===== config.mk =====
export PLATFORM = sky130hd
export DESIGN_NAME = spi_follower
export DESIGN_NICKNAME = d
export VERILOG_FILES = /design/src/rtl/spi_follower.sv
export SDC_FILE = /design/constraint.sdc
export NUM_CORES = 1
export LEC_CHECK = 0
export ABC_CLOCK_PERIOD_IN_PS = 8800
export CORE_MARGIN = 8
export CORE_UTILIZATION = 50
export CTS_BUF_LIST = sky130_fd_sc_hd__clkbuf_2 sky130_fd_sc_hd__clkbuf_4 sky130_fd_sc_hd__clkbuf_8
export CTS_CLUSTER_DIAMETER = 40
export DETAILED_ROUTE_END_ITERATION = 6
export PLACE_DENSITY = 0.71
export SYNTH_ARGS = -nofsm -noshare
export SYNTH_HDL_FRONTEND = slang
export SYNTH_SLANG_ARGS = --single-unit

===== constraint.sdc =====
create_clock -name clk -period 8.8 [get_ports clk]
set_clock_uncertainty 0.1 [all_clocks]
set_input_delay 2.2 -clock clk [delete_from_list [all_inputs] [get_ports clk]]
set_output_delay 2.2 -clock clk [all_outputs]
set_load 0.01 [all_outputs]

===== src/rtl/spi_follower.sv =====
// SPI follower endpoint: oversamples the leader's ext_clk/cs/in on clk, shifts a
// frame into rx_data and returns the CPU-loaded tx word on out. CPOL/CPHA 0-3, 8/16 bit.
module spi_follower #(
   parameter int unsigned SYNC_STAGES = 2
) (
   input  logic        clk,
   input  logic        rst,
   input  logic        ext_clk,
   input  logic        cs,
   input  logic        in,
   output logic        out,
   input  logic        cpol,
   input  logic        cpha,
   input  logic        len,
   input  logic [15:0] tx_data,
   input  logic        tx_load,
   output logic        tx_ready,
   output logic [15:0] rx_data,
   output logic        rx_valid,
   output logic        abort
);
   localparam int unsigned DW = 16;
   localparam int unsigned CW = 5;

   typedef enum logic [1:0] {
      IDLE   = 2'd0,
      ACTIVE = 2'd1,
      DONE   = 2'd2
   } state_t;

   state_t state, state_nxt;

   logic [SYNC_STAGES-1:0] sclk_sync;
   logic [SYNC_STAGES-1:0] cs_sync;
   logic [SYNC_STAGES-1:0] din_sync;
   logic sclk_s, cs_s, din_s;
   logic sclk_q, cs_q;

   logic          cpol_l, cpha_l, len_l;
   logic [DW-1:0] tx_buf;
   logic [DW-1:0] tx_shift;
   logic [DW-1:0] tx_shifted;
   logic [DW-2:0] rx_shift;
   logic [DW-1:0] rx_next;
   logic [CW-1:0] bit_cnt;
   logic          first_lead;

   logic          sclk_edge, lead, trail, sample_ev, shift_ev;
   logic          cs_fall, cs_rise;
   logic          frame_last, frame_done;
   logic          load_frame, abort_c;
   logic          ent_cpha, ent_len;
   logic [DW-1:0] load_word;

   function automatic logic msb_of(input logic [DW-1:0] w, input logic l16);
      return l16 ? w[DW-1] : w[7];
   endfunction

   // Synchronizers; cs resets to its inactive (high) level
   always_ff @(posedge clk or posedge rst) begin
      if (rst) begin
         sclk_sync <= '0;
         cs_sync   <= '1;
         din_sync  <= '0;
         sclk_q    <= 1'b0;
         cs_q      <= 1'b1;
      end else begin
         sclk_sync <= {sclk_sync[SYNC_STAGES-2:0], ext_clk};
         cs_sync   <= {cs_sync[SYNC_STAGES-2:0], cs};
         din_sync  <= {din_sync[SYNC_STAGES-2:0], in};
         sclk_q    <= sclk_s;
         cs_q      <= cs_s;
      end
   end

   assign sclk_s = sclk_sync[SYNC_STAGES-1];
   assign cs_s   = cs_sync[SYNC_STAGES-1];
   assign din_s  = din_sync[SYNC_STAGES-1];

   assign sclk_edge = sclk_s ^ sclk_q;
   assign lead      = sclk_edge && (sclk_q == cpol_l);
   assign trail     = sclk_edge && (sclk_s == cpol_l);
   assign sample_ev = cpha_l ? trail : lead;
   assign shift_ev  = cpha_l ? lead : trail;
   assign cs_fall   = cs_q && !cs_s;
   assign cs_rise   = !cs_q && cs_s;

   assign frame_last = (bit_cnt == (len_l ? CW'(15) : CW'(7)));
   assign frame_done = (state == ACTIVE) && sample_ev && frame_last;
   assign rx_next    = {rx_shift, din_s};
   assign tx_shifted = {tx_shift[DW-2:0], 1'b0};

   // Config seen by a frame that starts this cycle (latch not yet updated from IDLE)
   assign ent_cpha  = (state == IDLE) ? cpha : cpha_l;
   assign ent_len   = (state == IDLE) ? len : len_l;
   assign load_word = tx_ready ? '0 : tx_buf;

   always_ff @(posedge clk or posedge rst) begin
      if (rst) state <= IDLE;
      else     state <= state_nxt;
   end

   // Next state; a cs release with no bit received yet is not an abort
   always_comb begin
      state_nxt  = state;
      load_frame = 1'b0;
      abort_c    = 1'b0;
      case (state)
         IDLE: begin
            if (cs_fall) begin
               state_nxt  = ACTIVE;
               load_frame = 1'b1;
            end
         end
         ACTIVE: begin
            if (frame_done) begin
               state_nxt = DONE;
            end else if (cs_rise) begin
               state_nxt = IDLE;
               abort_c   = (bit_cnt != '0) || sample_ev;
            end
         end
         DONE: begin
            if (!cs_s) begin
               state_nxt  = ACTIVE;
               load_frame = 1'b1;
            end else begin
               state_nxt = IDLE;
            end
         end
         default: state_nxt = IDLE;
      endcase
   end

   always_ff @(posedge clk or posedge rst) begin
      if (rst) begin
         cpol_l     <= 1'b0;
         cpha_l     <= 1'b0;
         len_l      <= 1'b0;
         tx_buf     <= '0;
         tx_ready   <= 1'b1;
         tx_shift   <= '0;
         rx_shift   <= '0;
         bit_cnt    <= '0;
         first_lead <= 1'b0;
         out        <= 1'b1;
         rx_data    <= '0;
         rx_valid   <= 1'b0;
         abort      <= 1'b0;
      end else begin
         rx_valid <= frame_done;
         abort    <= abort_c;

         if (cs_fall) begin
            cpol_l <= cpol;
            cpha_l <= cpha;
            len_l  <= len;
         end

         // tx_ready is sampled before the consume, so a full buffer rejects the load
         if (tx_load && tx_ready) begin
            tx_buf   <= tx_data;
            tx_ready <= 1'b0;
         end else if (load_frame) begin
            tx_ready <= 1'b1;
         end

         if (frame_done)
            rx_data <= len_l ? rx_next : {8'h00, rx_next[7:0]};

         if (load_frame) begin
            tx_shift   <= load_word;
            bit_cnt    <= '0;
            first_lead <= 1'b1;
            if (!ent_cpha) out <= msb_of(load_word, ent_len);
         end else if (state == ACTIVE) begin
            if (sample_ev) begin
               rx_shift <= rx_next[DW-2:0];
               bit_cnt  <= bit_cnt + CW'(1);
            end
            // cpha=0: the trailing edge left over from the previous frame has bit_cnt=0
            if (shift_ev) begin
               if (cpha_l && first_lead) begin
                  out        <= msb_of(tx_shift, len_l);
                  first_lead <= 1'b0;
               end else if (cpha_l || (bit_cnt != '0)) begin
                  tx_shift <= tx_shifted;
                  out      <= msb_of(tx_shifted, len_l);
               end
            end
         end else if (state == IDLE) begin
            out <= 1'b1;
         end
      end
   end

endmodule


==> Yosys cells after proc, flatten, opt, wreduce, memory -nomap -nowiden <==
Index checks and enable logic that the tools add are counted.
{ "totals": {"ff_bits": 86, "latchBits": 0, "ram_bits": 0, "rom_bits": 0, "input_bits": 25, "out_inout_bits": 20, "elab_cells": 102, "n_memories": 0} }
{ "classes": {"n_addsub": 1, "mul": 0, "n_div": 0, "n_lt_le_gt_ge": 0, "eq_ne": 11, "shift": 0, "mux": 42, "bitwise": 2, "reduce_logical": 27} }
{ "ops": {"columns": ["operator", "count"], "rows": [
  ["16-bit two-way mux", 7],
  ["1-bit two-way mux", 26],
  ["5-bit two-way mux", 3],
  ["2-bit nonzero test", 6],
  ["1-bit logical AND", 8],
  ["4-bit AND reduction", 2],
  ["2-bit two-way mux", 3],
  ["2-bit inequality test (second input constant)", 3],
  ["3-bit inequality test (second input constant)", 2],
  ["2-bit case mux with 3 select lines", 1],
  ["3-bit AND reduction", 2],
  ["5-bit by 1-bit adder with 5-bit output (second input constant)", 1],
  ["5-bit by 4-bit == test with 1-bit output", 1],
  ["5-bit nonzero test", 1],
  ["4-bit two-way mux", 1],
  ["4-bit by 2-bit inequality test with 1-bit output (second input constant)", 1],
  ["2-bit AND reduction", 2],
  ["3-bit nonzero test", 1],
  ["1-bit == test", 2],
  ["2-bit by 1-bit == test with 1-bit output (second input constant)", 1],
  ["2-bit == test (second input constant)", 1],
  ["1-bit logical NOT", 2],
  ["2-bit logical NOT", 1],
  ["1-bit logical OR", 2],
  ["3 further kinds", 3]
]} }

==> Logic depth before layout (Yosys ltp) <==
{ "logic_depth": {"depth_word": 7, "mapped_depth": 8, "depth_no_buf": 6} }

==> Least setup slack after synthesis <==
OpenSTA, ideal clock, no wires.
{ "synth_timing": {"path_kind": "input-to-reg", "startpoint": "input tx_load", "endpoint": "register tx_buf[0]", "setup_ns": 0.125, "arrival_time_ns": 3.097, "required_time_ns": 8.575, "setup_slack_ns": 5.479, "stages": 3, "n_path_buf": 1, "path_cell_list": "nand2_1 clkbuf_1 mux2_2"} }
{ "synth_between": {"elab_chain_len": 1} }
{ "synth_lines": {"columns": ["element", "line_no", "source"], "rows": [
  ["from (decl)", "16", "input logic tx_load,"],
  ["1-bit logical AND", "161", "if (tx_load && tx_ready) begin"],
  ["to (signal assigned)", "162", "tx_buf <= tx_data;"],
  ["to (decl)", "40", "logic [DW-1:0] tx_buf;"]
]} }
Every way passes these cells.
A chain may end at the register's enable or synchronous reset.

==> Worst setup path after layout <==
{ "layout_timing": {"startpoint": "register tx_ready", "endpoint": "output tx_ready"} }
{ "layout_rtl": {"columns": ["element", "line_no", "source"], "rows": [
  ["from (decl)", "17", "output logic tx_ready,"],
  ["from (signal assigned)", "141", "tx_ready <= 1'b1;"],
  ["from (signal assigned)", "163", "tx_ready <= 1'b0;"],
  ["from (signal assigned)", "165", "tx_ready <= 1'b1;"]
]} }
No word-level cell between the ends.

==> results.cfg <==
[placed_design]
place_congestion = 0.763
hpwl_mm = 4.11
pre_cts_ws_ns = 5.01
portBuffers = 44

[floorplan]
die_h_um = 102
rows = 31
die_width_um = 102
die_area_mm2 = 0.0104
coreArea_mm2 = 0.00721
num_io_pins = 45
initial_core_util = 0.511

[logic_synthesis]
async_reset_ff_frac = 1.00
yosys.area.top_type = dfrtp_1
syn_area_per_cell_um2 = 13.3
synth_edf_count = 0
yosysUniqueCellTypes = 38
ys_seq_elements = 86
synth_warnings = 0
synth_cells = 278
synth_ff_type = dfrtp_1
synth_top_area_share = 0.550
synthesis.nets = 305
synth_area_mm2 = 0.00369
yosysSeqAreaShare = 0.585
synth_area_leaders = dfrtp_1, mux2_2, mux2i_1, a21oi_1, dfstp_2

[pwr]
seqPwrFrac = 0.502
swShare = 0.254
powerDensity_mw_per_mm2 = 256
ir_worst_vdd_uv = 155
clkPwrFrac = 0.308
p_comb_frac = 0.190
p_sw_uw = 285
p_leak_nw = 1.91
intPower_uw = 838

[clocking]
clock-sinks = 86
post_cts_resized = 0
cts_tree = built
clock_latency_ns = 0.35
clockBufferDepth = 2
cts-htree-levels = 3
cts_made_buffers = 9
clkTransAtPathRegs_ns = 0.08
root_buffer = clkbuf_8
post_cts_buffers = 0
cts-hold-fix-buffers = 0

[final_layout]
final_common_cell = dfrtp_1
drive_gt1_frac = 0.239
num-nets-final = 348
syn2layout_area_growth_pct = 18.8
fin_util = 0.607
n_antenna_cell = 0
layout_common_cells = dfrtp_1, clkdlybuf4s50_1, mux2_2, a21oi_1, nand2_1

[sta]
timing.final.crit_share = 0.429
rsz0062_at_grt = false
fin_crit_ns = 3.78
setup-violations-final = 0
slew_viol_final = 0
setup_tns_ns = 0
tightest_slew_ns = 1.05
fmax_mhz = 265
setup_ws_ns = 5.02
slew_headroom = 0.301
hold_viol_final = 0

[global_route]
grt_max_degree = 87
grtUsageTotal = 0.133
antenna_found_initial = 0
grt_pass1_vias = 2216
grt-ovfl-total = 0
grt_pass1_wl_mm = 10.7

[route]
drt-vias-per-instance = 5.09
via_count = 2162
wl_per_cell_um = 14.6
ant_nets = 0
routed_wirelength_mm = 6.19
drc_errors = 0
drt_iter0_markers = 63
firstDrtPassIters = 4

[job]
maxCapViolations = 0

[critical_path]
crit_cells = 1
worstPathArrival_ns = 1.48
critical_path.startpoint = tx_ready
cpPeakStageDelay_ns = 0.58
worstPathRequired_ns = 6.50
reg2regPathDepth = 5
worst_r2r_endpoint = tx_shift[13]
path_cells = clkdlybuf4s50_1
reg2reg_from = cpha_l
cp_num_buf_inv = 1
crit_end = tx_ready
cp-end-kind = output pin
path_max_fanout = 5
path_class = reg2out
slowest_stage = dfstp_2
cp-start-kind = flip-flop
cp_top_family = flip-flops
r2r_setup_slack_ns = 6.29

[status]
status = finished clean

[hold_path]
hold_class = reg2reg
-- worst min-delay path by stage --
stage	end	depth (start not counted)	from	slack (ns)
2_1_floorplan	din_sync[1]	0	din_sync[0]	0.23
3_3_place_gp	din_sync[1]	0	din_sync[0]	0.23
3_5_place_dp	sclk_sync[1]	0	sclk_sync[0]	0.24
4_1_cts	sclk_sync[1]	0	sclk_sync[0]	0.26
5_1_grt	din_sync[1]	0	din_sync[0]	0.26
6_report	din_sync[1]	0	din_sync[0]	0.25
-- Yosys cell counts (2+ instances only) --
library cell / count
o211ai_1: 2
nor2b_1: 2
clkbuf_8: 5
inv_1: 6
mux2i_1: 18
nand2_1: 26
buf_6: 4
or2b_2: 2
mux2i_4: 2
dfrtp_1: 81
nor2_1: 5
o21ai_0: 15
ha_1: 2
clkbuf_1: 2
mux2_2: 42
a21oi_1: 33
o31ai_1: 2
dfstp_2: 5
nand3_1: 5
-- flip-flops by register name, summed over array words and instances (netlist names) --
name and count:
tx_shift 16, rx_data 16, tx_ready 1, sclk_sync 2, din_sync 2, abort 1, rx_shift 15, bit_cnt 5
cpha_l 1, state 2, cpol_l 1, out 1, first_lead 1, cs_sync 2, tx_buf 16, cs_q 1
rx_valid 1, len_l 1, sclk_q 1
-- metal layers --
metal / track usage / part of all wire / wire [um]
met5: 0 / 0 / 0
met2: 0.191 / 0.45 / 2770
met1: 0.179 / 0.49 / 3020
met4: 0.0745 / 0.021 / 133
met3: 0.0327 / 0.042 / 263
-- area by class of cell --
type,instances,area [um2]
clock buffer,13,173
clock inverter,3,90.1
fill,591,2830
inverter,7,27.5
tap,99,124
multi-input combinational,171,1350
timing repair buffer,46,455
sequential,86,2160
-- logic make-up (layout without fill, tap and decap cells) --
logic type,Yosys count,count (layout),synth area share
xor gates and xnor gates,3,3,0.0122
AOI/OAI and AO/OA,55,55,0.0807
muxes,64,64,0.199
DFF,86,86,0.585
adders and majority gates,2,2,0.00678
buffers and inverters,21,69,0.0488
and+or+nand+nor,47,47,0.0668
-- power groups by stage --
stage / registers, mW / clock network [mW] / logic [mW]
floorplan: 0.551 / 0 / 0.186
global placement: 0.571 / 0 / 0.210
detailed placement: 0.573 / 0 / 0.216
CTS: 0.566 / 0.355 / 0.217
global route: 0.579 / 0.369 / 0.238
finish: 0.564 / 0.345 / 0.213
-- through the flow --
stage	std cells	power (mW)	area (um2)	hold slack [ns]
2_1_floorplan	278	0.737	3690	0.231
3_3_place_gp	409	0.781	4120	0.234
3_5_place_dp	409	0.789	4120	0.237
4_1_cts	425	1.14	4380	0.256
5_1_grt	425	1.19	4380	0.260
6_report	425	1.12	4380	0.253
Power figures use the tool's default switching activity.
==> RTL change 1: new RTL, config.mk and constraints unchanged <==
The 3 states of `state_t` get a one-hot encoding in 3 bits.
--- a/src/rtl/spi_follower.sv
+++ b/src/rtl/spi_follower.sv
@@ -22,10 +22,10 @@
    localparam int unsigned DW = 16;
    localparam int unsigned CW = 5;
 
-   typedef enum logic [1:0] {
-      IDLE   = 2'd0,
-      ACTIVE = 2'd1,
-      DONE   = 2'd2
+   typedef enum logic [2:0] {
+      IDLE   = 3'b001,
+      ACTIVE = 3'b010,
+      DONE   = 3'b100
    } state_t;
 
    state_t state, state_nxt;
Function: no difference found for any inputs over 10 cycles, from zero or initial values and one cycle with rst high; not proved beyond that.
==> RTL change 1 against the original RTL <==
- sequential share of layout area rose by 0.89 points
- utilization barely moved
- cell count rose by 4.0%
- largest cell class unchanged
- clock power fell by 19%
- worst setup slack got worse by 0.036 ns
- sequential cell count rose by 1
- routed wire length rose by 6.3%
- total power fell by 20%
- area after synthesis fell by 0.95%
- cell area fell by 0.57%
==> RTL change 1: results (changes against the original RTL) <==
path_clk_slew_ns: 0.08  # about the same
post-route-drc-count: 0  # unchanged
hold_path_depth: 0  # unchanged
crit_slowest_cell: "dfstp_2"
wl_met1_um: 3026  # +0.23%
clock_path_buffers: 2  # unchanged
synthFlopType: "dfrtp_1"
drive_above_1_share_pct: 19.53  # -4.4 points
critPathLaunch: "tx_ready"
yosys_warnings: 0  # unchanged
crit_family: "flip-flops"
p_leak_nw: 2.109  # +11%
highest_layer: "met4"
worstSkewPairLatency_ns: 0.35  # about the same
status: "completed"
vias: 2324  # +7.5%
rrSetupSlack_ns: 6.03  # -0.26 ns
first_pass_iters: 4  # unchanged
cts_root_buffer: "clkbuf_8"
n_antenna_cell: 0  # unchanged
numCtsBuffers: 9  # unchanged
top_regs: "rx_data x16, tx_buf x16, tx_shift x16"
track_usage_pct: 14.07  # +0.81 points
drt_iter0_drc: 69  # +9.5%
grt_pass1_wl_um: 11300  # +5.8%
cp_slowest_stage_delay_ns: 0.61  # +0.03 ns
cts_max_level: 3  # unchanged
grtUsageMet1_pct: 17.27  # -0.61 points
routed-wl-met3_um: 308  # +17%
gp_congestion: 0.7446  # -2.4%
finalWirelength_um: 6582  # +6.3%
reg2reg_to: "state[1]"
synth.distinct_cells: 43  # +13%
slew_headroom_pct: 29.17  # -0.93 points
dp_slack_ns: 4.994  # -0.01908 ns
holdPathEnd: "sclk_sync[1]"
grt_use_met2_pct: 21.91  # +2.8 points
met3_usage_pct: 5.704  # +2.4 points
cts_resized: 0  # unchanged
seq_area_frac_synth_pct: 59.79  # +1.3 points
dpl.hpwl_um: 4457  # +8.4%
hp-start: "sclk_sync[0]"
cp.arrival_ns: 1.51  # +0.03 ns
grt_max_degree: 88  # +1.1%
vdd_drop_max_uv: 133.0  # -14%
nets: 365  # +4.9%
r2r-start: "cpha_l"
async_flop_share_pct: 100.0  # unchanged
ys_top_cells_by_count: "dfrtp_1, nand2_1, mux2_2"
synthTopCellsByArea: "dfrtp_1, mux2_2, nand2_1"
holdCritPathClass: "reg2reg"
r2r_cells: 5  # unchanged
dr_wl_met2_um: 3163  # +14%
synth_nets: 320  # +4.9%
post_cts_buffers: 0  # unchanged
grt_pass1_vias: 2392  # +7.9%
hold_slack_ns: 0.2589  # +0.006310 ns
grt_busiest_layer: "met2"
-- RTL change 1: how the worst max path moves through the flow --
stage | to | slack, ns | depth (start not counted)
2_1_floorplan | abort | 4.26 | 1
4_1_cts | tx_ready | 4.96 | 1
3_3_place_gp | tx_buf[4] | 5.03 | 3
5_1_grt | tx_ready | 4.94 | 1
3_5_place_dp | tx_buf[1] | 4.99 | 3
6_report | tx_ready | 4.99 | 1
-- RTL change 1: cell families (layout without fill, tap and decap cells) --
family | count (synthesis) | after routing | share of synthesized area (%)
XOR/XNOR | 6 | 6 | 1.438
AO/OA/AOI/OAI | 47 | 47 | 10.45
adder cells (fa/ha/maj) | 2 | 2 | 0.6848
multiplexers | 40 | 40 | 12.50
AND/OR/NAND/NOR | 93 | 93 | 12.43
buffers and inverters | 18 | 68 | 2.705
flip-flops | 87 | 87 | 59.79
-- RTL change 1: power by group --
part	switching [W]	leakage, nW	internal, W	total (W)
clock	0.000139	0.103	0.000140	0.000278
sequential	0.0000419	1.12	0.000462	0.000503
combinational	0.0000441	0.891	0.0000716	0.000116
-- RTL change 1: final cells by class --
cell class,count,area [um2]
repair buffers,45,447.9
flip-flops and latches,87,2185
clock buffers,10,137.6
well taps,99,123.9
multi-input cells,188,1370
fillers,559,2819
inverters,7,27.53
clock inverters,6,65.06
-- RTL change 1: per-stage QoR --
step | total power, W | instance area (um2) | utilization, % | cells
6_report | 0.0008976 | 4357 | 60.71 | 442
5_1_grt | 0.0009434 | 4357 | 60.71 | 442
4_1_cts | 0.0009075 | 4357 | 60.71 | 442
3_5_place_dp | 0.0006286 | 4154 | 57.89 | 426
3_3_place_gp | 0.0006234 | 4154 | 57.89 | 426
2_1_floorplan | 0.0005888 | 3654 | - | 293
==> RTL change 2: new RTL, same settings <==
Made on the original files. `SYNC_STAGES`: 2 -> 4.
--- a/src/rtl/spi_follower.sv
+++ b/src/rtl/spi_follower.sv
@@ -1,7 +1,7 @@
 // SPI follower endpoint: oversamples the leader's ext_clk/cs/in on clk, shifts a
 // frame into rx_data and returns the CPU-loaded tx word on out. CPOL/CPHA 0-3, 8/16 bit.
 module spi_follower #(
-   parameter int unsigned SYNC_STAGES = 2
+   parameter int unsigned SYNC_STAGES = 4
 ) (
    input  logic        clk,
    input  logic        rst,
Function: changed (a bounded check fails within 4 cycles, from zero or initial values and one cycle with rst high).
==> RTL change 2 against the original RTL <==
- routed wire length up 8.4%
- cell area grew 2.1%
- clock power decreased by 21%
- worst setup slack got worse by 0.19 ns
- total power is 1.9% lower
- area after synthesis increased by 2.0%
- via count up 12%
- cell count up 8.2%
- sequential cell count up 6
==> RTL change 2: results (changes against the original RTL) <==
seq_area_frac_synth_pct: 61.42  # +2.9 points
track_usage_pct: 14.53  # +1.3 points
vdd_drop_max_uv: 138.6  # -11%
routed-wl-met3_um: 254  # -3.4%
wl_met1_um: 3090  # +2.4%
num-nonclk-buffers: 48  # +4.3%
grt_max_degree: 48  # -45%
crit_fanout: 19  # +14
regArea_mm2: 0.002311  # +7.1%
p_seq_share_pct: 54.7  # +4.5 points
synth_cells: 313  # +13%
synth_nets: 340  # +11%
multi_input_area_share_pct: 30.02  # -0.87 points
dpl.hpwl_um: 4585  # +11%
status: "completed"
tightest_slew_ns: 0.8167  # -0.2319 ns
p_leak_nw: 1.993  # +4.6%
synth.distinct_cells: 35  # -7.9%
r2r_cells: 6  # +1
fillerInstances: 630  # +6.6%
nonClockInverterCount: 6  # -1
gp_congestion: 0.7068  # -7.3%
dr_wl_met2_um: 3277  # +18%
hp-start: "sclk_sync[1]"
wl_per_cell_um: 14.58  # +0.11%
buffer_area_share_pct: 10.52  # +0.13 points
nets: 383  # +10%
grt_pass1_wl_um: 11840  # +11%
cp_slowest_stage_delay_ns: 0.71  # +0.13 ns
drt_iter0_drc: 96  # +52%
intPower_w: 0.0007748  # -7.5%
-- RTL change 2: changes by cell type in the layout (fill, tap and decap cells not counted), sizes merged, moves of 7 or more --
cell,unedited run,this run
mux2,43,36
nand3b,0,15
o211ai,2,13
nand2,27,76
o21ai,15,3
mux2i,20,7
a21oi,33,5
-- RTL change 2: cell families (layout without fill, tap and decap cells) --
kind of cell	count (synthesis)	count (layout)	share of synthesized area, %
AO/OA/AOI/OAI	29	29	5.520
XOR/XNOR	3	3	0.6985
adder cells (fa/ha/maj)	2	2	0.6650
buffers and inverters	22	70	3.226
flip-flops	92	92	61.42
multiplexers	44	44	13.24
AND/OR/NAND/NOR	121	121	15.23
-- RTL change 2: path summary, 6_finish.rpt --
kind                                endpoint  slack [ns]
worst max-delay path                tx_ready        4.83
worst min-delay path            sclk_sync[2]        0.26
worst max register to register   rx_data[14]        6.30
worst min register to register  sclk_sync[2]        0.26
max in group asynchronous        tx_shift[9]        5.36
min in group asynchronous        din_sync[1]        2.17
-- RTL change 2: through the flow --
stage          worst slack (ns)  instance area, um2  instances  hold slack (ns)
6_report                  4.834                4472        460           0.2559
5_1_grt                   4.761                4472        460           0.2647
4_1_cts                   4.807                4472        460           0.2588
3_5_place_dp              4.882                4279        444           0.2365
3_3_place_gp              4.891                4279        444           0.2327
2_1_floorplan             4.120                3762        313           0.2312
-- RTL change 2: worst register-to-register path: stages (launching register included) --
cell     delay [ns]
dfrtp_1        0.46
xor2_1         0.28
mux2i_1        0.18
or4b_1         0.93
inv_8          0.27
nand3_1        0.13
nand2_1        0.10
-- RTL change 2: metal layers --
metal	track usage [%]	vias to the layer above
met1	18.76	1216
met5	0	-
met3	3.714	7
met4	6.229	0
li1	-	1162
met2	22.73	34
